File: src/rtl/phase_accumulator.sv
// phase_accumulator: per-operator 20-bit NCO with FM offset, registered 10-bit phase out.
// Key-on phase restart is built only when OPL2_PHASE_KEYON_RESTART_EN is defined.
module phase_accumulator #(
    parameter int NUM_OPS = 18,
    parameter int ACC_W   = 20,
    parameter int PHASE_W = 10
) (
    input  logic               clk,
    input  logic               reset,
    input  logic               op_valid_p2,
    input  logic [4:0]         op_num_p2,
    input  logic [ACC_W-1:0]   phase_inc_p2,
    input  logic               key_on_p2,
    input  logic [PHASE_W-1:0] modulation_p2,
    output logic [PHASE_W-1:0] phase_p3,
    output logic               phase_valid_p3,
    output logic [4:0]         op_num_p3
);
    localparam logic [4:0] OPS = 5'(NUM_OPS);
    logic [ACC_W-1:0] acc [NUM_OPS];
    logic             accept, restart;
    logic [4:0]       op;
    logic [ACC_W-1:0] base;
    assign accept = op_valid_p2 && (op_num_p2 < OPS);
    assign op     = accept ? op_num_p2 : 5'd0;
`ifdef OPL2_PHASE_KEYON_RESTART_EN
    logic [NUM_OPS-1:0] key_prev;
    assign restart = key_on_p2 && !key_prev[op];
    always_ff @(posedge clk or posedge reset) begin
        if (reset)
            key_prev <= '0;
        else if (accept)
            key_prev[op] <= key_on_p2;
    end
`else
    logic unused_key_on;
    assign unused_key_on = key_on_p2;
    assign restart       = 1'b0;
`endif
    assign base = restart ? '0 : acc[op];
    always_ff @(posedge clk or posedge reset) begin
        if (reset) begin
            for (int i = 0; i < NUM_OPS; i++) acc[i] <= '0;
            phase_p3       <= '0;
            phase_valid_p3 <= 1'b0;
            op_num_p3      <= '0;
        end else begin
            if (accept) acc[op] <= base + phase_inc_p2;
            phase_p3       <= accept ? base[ACC_W-1 -: PHASE_W] + modulation_p2 : '0;
            phase_valid_p3 <= accept;
            op_num_p3      <= op_num_p2;
        end
    end
endmodule

File: config.mk
export PLATFORM = sky130hd
export DESIGN_NAME = phase_accumulator
export DESIGN_NICKNAME = d
export VERILOG_FILES = /design/src/rtl/phase_accumulator.sv
export SDC_FILE = /design/constraint.sdc
export NUM_CORES = 1
export LEC_CHECK = 0
export ABC_AREA = 1
export ABC_CLOCK_PERIOD_IN_PS = 33800
export CAP_MARGIN = 30
export CORE_UTILIZATION = 50
export DETAILED_ROUTE_END_ITERATION = 6
export PLACE_DENSITY = 0.77
export SLEW_MARGIN = 20
export SYNTH_ARGS = -nofsm -noshare
export SYNTH_HDL_FRONTEND = slang
export SYNTH_SLANG_ARGS = --single-unit
File: constraint.sdc
create_clock -name clk -period 33.8 [get_ports clk]
set_input_delay 8.45 -clock clk [delete_from_list [all_inputs] [get_ports clk]]
set_output_delay 8.45 -clock clk [all_outputs]
set_load 0.01 [all_outputs]
==> impl_summary.md, run 1 <==
Worst setup path
The critical path is of the input port to register type. The kind of capture point of the worst setup path is a register. The critical path ends at acc[357]$_DFFE_PP0P_. The required time at the worst-slack endpoint is around 34000 ps. The path depth of the worst reg2reg path is 13. The setup slack of the most critical reg-to-reg path is 29330 ps. The data arrival time of the critical path is ~15000 ps. The launch point of the worst reg-to-reg path is acc[52]$_DFFE_PP0P_. The endpoint identified for the worst register-to-register timing path is acc[357]$_DFFE_PP0P_. The highest fanout seen on the critical path is 57. The launching element type of the critical path is an input port. The origin of the worst setup path is op_num_p2[2].

Synthesis
Ranked by total cell area, the synthesized netlist is headed by dfrtp_1 54%, nand2_1 14%, o21ai_0 7.8%, o22ai_1 5.0%, nand3_1 4.7%. The distinct cell type count after synthesis is 46. The number of flops mapped to enable cells by yosys is 0. The cell count after synthesis is between 2000 and 2500. In the synthesized netlist the dominant register cell turns out to be dfrtp_1.

Averaged over all synthesized cells, the footprint is 8.47 µm². The portion of synthesized cell area occupied by the leading cell type is 53.6%. In the synthesized netlist the async set-or-reset flop fraction comes to 100%.

Summing every instance area after synthesis gives between 15000 and 20000 µm². The yosys synthesis warning count is 0. The cell type contributing the most total cell area after synthesis is dfrtp_1. The number of synthesized register bits is 376. The net count of the mapped netlist is 2139. Sequential cells were found to cover 53.6% of the synthesized design area.

Power and ir drop
Combinational cells account for 30.7% of the total power. The worst-case IR drop observed on VDD is 41.9 µV. The proportion of power drawn by the clock network is 26.4%. The design draws 1.61 mW. The share of total power in sequential cells is 42.9%. The switching power summed over all nets is just under 600 µW.

The cell internal power dissipation is 1.02 mW. The power density of the placed cells is 81.1 nW/µm². The analysis attributes to cell leakage a power of 9.71 nW. Net switching is 36.4% of the power.

Clock network
The tree is rooted in a clkbuf_16. After clock tree synthesis, the flow added hold-fix buffers numbering 0. After clock tree synthesis, the repair step resized 0 gates. The number of buffers inserted to repair setup after CTS is 0. The CTS tree is yes.

The clock transition at the register clock pins on the worst setup and hold paths after CTS is 60 ps. The buffer depth of the longest clock path is 3. The later-pin clock latency in the skew report is 530 ps. The H-tree depth is 2.

Buffers inserted during clock tree synthesis total 39. The clock sink total is around 380.

Global route
The initial antenna violation count is 0. The maximum number of pins on one net before global-route repair is around 190. The first global-routing pass estimated around 80000 µm of wire.

The via count of the first global-routing pass is around 15000. The leftover overflow at the end of global routing is 0. Across every metal layer, demand over resource in global routing totals 29.4%.

STA
The clock skew after layout is 17.4 ps. Setup violations remaining at the end of the flow were counted as 0. The final critical path takes up 43.6% of the cycle.

The count of endpoints failing hold in the final timing report is 0. In this run the tightest slew margin relative to its limit is 28.4%. Derived from the worst setup path, the maximum achievable clock frequency is 67.8 MHz. The final hold slack is ~470 ps. The final worst-path setup slack is between 15000 and 20000 ps. The actual transition at the worst max-transition pin is 1070 ps. The minimum clock period is 14750 ps.

The max-slew violation count is 0. The final setup TNS is 0 ps. Setup repair after global routing left no endpoint under its margin.

Routing
The wire length per cell after detailed routing is 20.8 µm. The first detailed-routing pass ran for 5 iterations. The number of vias per cell after detailed routing is 6.12. After detailed routing, the number of remaining DRC violations is 0.

Summed over all layers, the routed wires come to around 53000 µm. The detailed router placed 15573 vias in this run. The detailed router's first-iteration violation count is 2007. In this run the remaining antenna-violating nets after routing total 0.

Final layout
Compared with the post-synthesis result, the final layout area differs by 12.9%. The net count of the finished layout is 2130. The final instance count without filler cells is 2543. In the final layout, the multi-input gates occupy around 7200 µm². The share of layout cells above drive strength 1 is 7.04%. 0 antenna diodes ended up in the layout. The cell area after layout is 19800 µm². Across the whole layout, storage elements account for 9410 µm². The post-route core utilization is 57.3%. Fill cells in the final layout number 2969.

Hold path
The worst hold path passes through 2 cells. The type of the tightest min-delay check is register to register.

Floorplanning
The overall die width is ~190 µm. The initial standard-cell utilization of the core is 50.8%. The initialized floorplan defines 68 standard-cell rows. Pin placement for this block handled 55 I/O pins.

The floorplan step set the die height to 189 µm. The die covers 35800 µm². After floorplanning, the core was sized to cover 34500 µm².

Job
Across the run, the number of max-cap violations was 0.

Place
The minimum setup slack after placement is 18750 ps. Including well taps, the total number of placed cells is between 2000 and 2500. After legalization and detailed placement, the total HPWL measured 32100 µm.

Summing all placed instances gives a cell area of 18400 µm². Routability-driven placement finished with a final weighted congestion of 0.915. Port buffering added 53 buffers.

Run status
The run finished with clean final reports.
per-layer routing:
| metal | GRT usage (%) | share of wire (%) |
|---|---|---|
| met3 | 5.73 | 11 |
| met2 | 46.0 | 45 |
| met4 | 12.2 | 3.6 |
| met1 | 40.1 | 40 |
| met5 | 0 | 0 |
cells in the final DEF, fill, tap and decap left out, types with 11 or more instances in the layout:
cell | Yosys | final
dfrtp_1 | 376 | 376
clkbuf_16 | 0 | 40
inv_2 | 12 | 12
a22oi_1 | 16 | 16
clkbuf_1 | 89 | 11
ha_1 | 28 | 28
nand3_1 | 164 | 164
o21ai_0 | 272 | 272
clkdlybuf4s50_1 | 0 | 53
o22ai_1 | 140 | 140
a21oi_1 | 31 | 31
nand2_1 | 665 | 664
buf_4 | 1 | 25
buf_8 | 0 | 11
nor2_1 | 49 | 49
inv_1 | 65 | 64
power by group through the flow:
stage               Combinational (mW)  Clock, mW  Sequential, mW
finish                           0.493      0.424           0.689
global route                     0.544      0.444           0.706
floorplan                        0.337          0           0.674
CTS                              0.476      0.425           0.687
detailed placement               0.472          0           0.692
global placement                 0.451          0           0.683
worst min-delay path by stage:
stage / endpoint / start / slack, ps
floorplan: acc[102]$_DFFE_PP0P_ / acc[102]$_DFFE_PP0P_ / 440
global placement: acc[204]$_DFFE_PP0P_ / acc[204]$_DFFE_PP0P_ / 450
detailed placement: acc[22]$_DFFE_PP0P_ / acc[22]$_DFFE_PP0P_ / 460
CTS: acc[22]$_DFFE_PP0P_ / acc[22]$_DFFE_PP0P_ / 470
global route: acc[144]$_DFFE_PP0P_ / acc[144]$_DFFE_PP0P_ / 490
finish: acc[222]$_DFFE_PP0P_ / acc[222]$_DFFE_PP0P_ / 470
cell families (layout without fill, tap and decap cells):
group                      count (synthesis)  in the layout  synth area share [%]
xor gates and xnor gates                  12             12                 0.642
AOI/OAI and AO/OA                        501            501                  16.2
DFF                                      376            376                  53.6
and+or+nand+nor                          926            926                  22.0
adders and majority gates                 30             30                  2.23
buffers and inverters                    225            243                  5.31
critical path, cell delays in order:
cell and delay (ps):
clkdlybuf4s50_1 620, nor2_4 130, nand2_2 100, nand2_4 80
nand3_2 180, nor2_2 50, buf_4 260, inv_2 450
buf_4 760, o22ai_1 120, o21ai_0 350, nand3_1 150
a221oi_1 740, ha_1 460, a21oi_1 290, o21ai_0 170
a21oi_1 140, nand2_1 160, nand3_1 150, nand4_1 760
nand3_1 390, nand2_1 90
state kept, by name, indices dropped and copies added, names as in the netlist:
signal,flops
op_num_p3,5
phase_valid_p3,1
acc,360
phase_p3,10
layout make-up:
type / count / share of cell area, %
clock inverter: 7 / 0.379
multi-input combinational: 1469 / 36.5
sequential: 376 / 47.5
inverter: 78 / 1.53
tap: 455 / 2.88
timing repair buffer: 97 / 5.25
clock buffer: 61 / 5.96
synthesized netlist by cell type (all sizes together) (4+ instances only):
cell,instances
xor2,5
nand2,674
nor3,9
o21ai,279
a21oi,31
nor2,58
a22oi,16
o22ai,140
a22o,5
dfrtp,376
inv,78
clkbuf,90
nand3,168
buf,57
ha,28
o22a,5
a221oi,8
xnor2,7
o31ai,4
o221ai,5
nand4,9
nand3b,6
No activity file was read; power rests on OpenSTA's default activity.
==> inputs of run 2 (changes only) <==
--- a/config.mk
+++ b/config.mk
@@ -6,11 +6,11 @@
 export NUM_CORES = 1
 export LEC_CHECK = 0
 export ABC_AREA = 1
-export ABC_CLOCK_PERIOD_IN_PS = 33800
+export ABC_CLOCK_PERIOD_IN_PS = 12100
 export CAP_MARGIN = 30
 export CORE_UTILIZATION = 50
 export DETAILED_ROUTE_END_ITERATION = 6
-export PLACE_DENSITY = 0.77
+export PLACE_DENSITY = 0.8
 export SLEW_MARGIN = 20
 export SYNTH_ARGS = -nofsm -noshare
 export SYNTH_HDL_FRONTEND = slang
==> constraint.sdc (replaced) <==
create_clock -name clk -period 12.1 [get_ports clk]
set_input_delay 3.025 -clock clk [delete_from_list [all_inputs] [get_ports clk]]
set_output_delay 3.025 -clock clk [all_outputs]
set_load 0.01 [all_outputs]
==> run 2 against run 1 <==
Routed wire length up 0.66%; clock power rose to 2.8 times the previous value; combinational power grew to 2.8 times the previous value; sequential share of layout area shrank 0.093 points; cell area increased by 0.20%; sequential power rose to 2.8 times the previous value; utilization is 0.11 points higher; via count up 2.2%; total power increased to 2.8 times the previous value; largest cell class unchanged.
==> impl_summary.md, run 2 (synthesis results as in run 1) <==
Clock network
The buffer depth of the longest clock path was 3 (unchanged). The number of buffers inserted to repair setup after CTS is 0 (unchanged). TritonCTS built the clock tree. The tree is rooted in a clkbuf_16. The H-tree depth is 2 (unchanged). The clock transition at the register clock pins on the worst setup and hold paths after CTS is 60 ps (about the same). The post-cts resize count came to 0 (unchanged).

The clock buffer count from CTS is 38 (-2.6%). The later-pin clock latency in the skew report came to 530 ps (about the same). The number of buffers inserted by hold repair at cts is 0 (unchanged). The clock sink total was 376 (unchanged).

Floorplanning
The number of rows in the core area was 68 (unchanged). The area of the die is 35800 µm² (unchanged). The overall die width was 189 µm (unchanged). The area of the core region is 34500 µm² (unchanged). The number of top-level pins was 55 (unchanged). The overall die height is 189 µm (unchanged). The initial standard-cell utilization of the core was 50.8% (unchanged).

Worst setup path
The data arrival time of the critical path came to 9110 ps (-6040 ps). The worst setup path is captured at a register. The highest fanout seen on the critical path is 26 (-54%). The critical path goes through clkdlybuf4s50_1, nor2_4, nand2_2, nand2_4, nand3_2, nor2_2, buf_4, inv_2, buf_4, o22ai_1, o21ai_0, nand3_1, a221oi_1, ha_1, a21oi_1, o21ai_0, o21bai_1, nand2_1, nand3b_1, nand3_1, nand2_1. The worst stage delay on the critical path is 790 ps (+30 ps).

The origin of the worst setup path is op_num_p2[2]. The launching element type of the critical path is an input port. The slowest stage cell on the critical path is a221oi_1. The launch point of the worst reg-to-reg path is acc[131]$_DFFE_PP0P_. The required time at the worst-slack endpoint came to 12500 ps (-21700 ps). The type of the worst setup path is input port to register.

Global route
The initial antenna violation count came to 0 (unchanged). The global-route wire length before repair is 83900 µm (+2.4%). The leftover overflow at the end of global routing is 0 (unchanged).

The via count of the first global-routing pass is 15482 (+4.4%). The met3 routing resource usage after global routing is 6.71% (+0.98 points). The met1 track utilization from global routing was 39.3% (-0.87 points). The global-route total usage across every layer is 29.8% (+0.40 points). The maximum number of pins on one net before global-route repair came to 78 (-59%). The highest-utilization routing layer at the global route stage is met2. The global routing met2 resource utilization is 47.4% (+1.3 points).

Routing
The wire length per cell after detailed routing came to 20.8 µm (+0.27%). The total wirelength of the detailed-routed design is 53100 µm (+0.66%). The detailed router's first-iteration violation count is 2250 (+12%).

The count of unresolved DRC violations after routing is 0 (unchanged). The count of TritonRoute iterations in the first routing pass is 6 (+1). The number of vias per cell after detailed routing is 6.23 (+1.8%). The number of nets with antenna violations after detailed routing was 0 (unchanged).

The vias after detailed routing is 15909 (+2.2%).

Final layout
The number of flip-flops under the largest register name came to 360 (unchanged). The post-route core utilization is 57.4% (+0.11 points). The post-synthesis to final-layout area growth is 13.1%. The register with the most flip-flops is acc. The share of layout cells above drive strength 1 came to 7.53% (+0.49 points). The top cell types in the final layout, fill and taps aside, are 664 x nand2_1, 376 x dfrtp_1, 272 x o21ai_0, 164 x nand3_1, 140 x o22ai_1. Leaving out fill and tap cells, the most frequent cell in the layout is nand2_1. The final instance count without filler cells is 2553 (+0.39%). The largest registers in the layout are acc x360, phase_p3 x10, op_num_p3 x5. The antenna diode count is 0 (unchanged). The final net count is 2140 (+0.47%).

Power and ir drop
The post-layout total power is 4.48 mW (+180%). The power density of the placed cells is 226 nW/µm² (+180%). The static power due to leakage is 9.73 nW (+0.27%). The maximum ir drop on the vdd rail is 121 µV (+190%).

STA
The minimum clock period is 8710 ps. The max-slew violation count came to 0 (unchanged). The worst-case headroom to the max-slew limit is 31.4% (+3.0 points). The count of endpoints failing hold in the final timing report is 0 (unchanged). The final worst-path setup slack is 3390 ps (-15660 ps).

The upper clock frequency limit is between 100 and 150 MHz. The final count of negative-setup-slack endpoints is 0 (unchanged). Dividing the final minimum period by the clock period gives a little under three quarters. The actual transition at the worst max-transition pin is 1030 ps (-45.0 ps).

Setup repair after global routing left no endpoint under its margin. The clock skew after layout is 23.4 ps (+5.95 ps). The final setup TNS came to 0 ps (unchanged).

Hold path
In this run the most critical hold path is launched from acc[143]$_DFFE_PP0P_. The type of the tightest min-delay check is register to register.

Place
The minimum setup slack after placement is 2920 ps (-15840 ps). The final HPWL from detailed placement is 33000 µm (+2.8%). The count of buffers from port buffering is 53 (unchanged).

The final estimated routing congestion in global placement is 0.912 (-0.37%). The number of placed instances with taps included was 2473 (+0.37%).

Job
The reported max-cap violation count is 0 (unchanged).

Run status
The run finished with clean final reports.
==> run 2: cell count changes in the layout (fill, tap and decap cells not counted), sizes merged <==
| cell | previous run | this run |
|---|---|---|
| buf | 44 | 54 |
| clkbuf | 61 | 58 |
| clkinvlp | 0 | 2 |
| clkinv | 5 | 6 |
==> run 2: path summary, 6_finish.rpt <==
| path | end | slack, ps | depth (start not counted) |
|---|---|---|---|
| min | acc[143]$_DFFE_PP0P_ | 470 | 2 |
| min reg2reg | acc[143]$_DFFE_PP0P_ | 470 | 2 |
| max reg2reg | acc[256]$_DFFE_PP0P_ | 7860 | 12 |
| min in group asynchronous | acc[7]$_DFFE_PP0P_ | 3010 | 2 |
| max | acc[256]$_DFFE_PP0P_ | 3390 | 21 |
| max in group asynchronous | op_num_p3[4]$_DFF_PP0_ | 6960 | 4 |
==> run 2: area by class of cell <==
type	instances	area [µm²]
tap	455	569
timing repair buffer	108	1120
multi-input combinational	1469	7210
sequential	376	9410
inverter	78	299
clock inverter	10	91.3
fill	2883	14700
clock buffer	57	1140
==> run 2: critical path, delay by kind of cell <==
family	cells	cell delay, ps
simple gates	10	1910
fa+ha+maj	1	450
compound gates	6	1930
buf+inv	4	1750
==> run 2: per-layer routing <==
layer  routed length (µm)  vias to the layer above
met5                    0                        -
met4                 2100                        0
met3                 6290                      175
met2                24400                     1026
met1                20300                     7702
li1                     -                     7006
==> run 2: through the flow <==
stage / hold slack [ps] / cell area, µm²
after floorplan: 442 / 17500
after detailed placement: 458 / 18400
after global routing: 489 / 19800
after global placement: 453 / 18300
after CTS: 474 / 19600
final: 475 / 19800
==> run 2: where the power goes <==
group	switching [mW]	leakage [nW]	internal, mW	total [mW]
sequential	0.237	4.89	1.69	1.93
combinational	0.917	4.24	0.471	1.39
clock	0.491	0.610	0.677	1.17
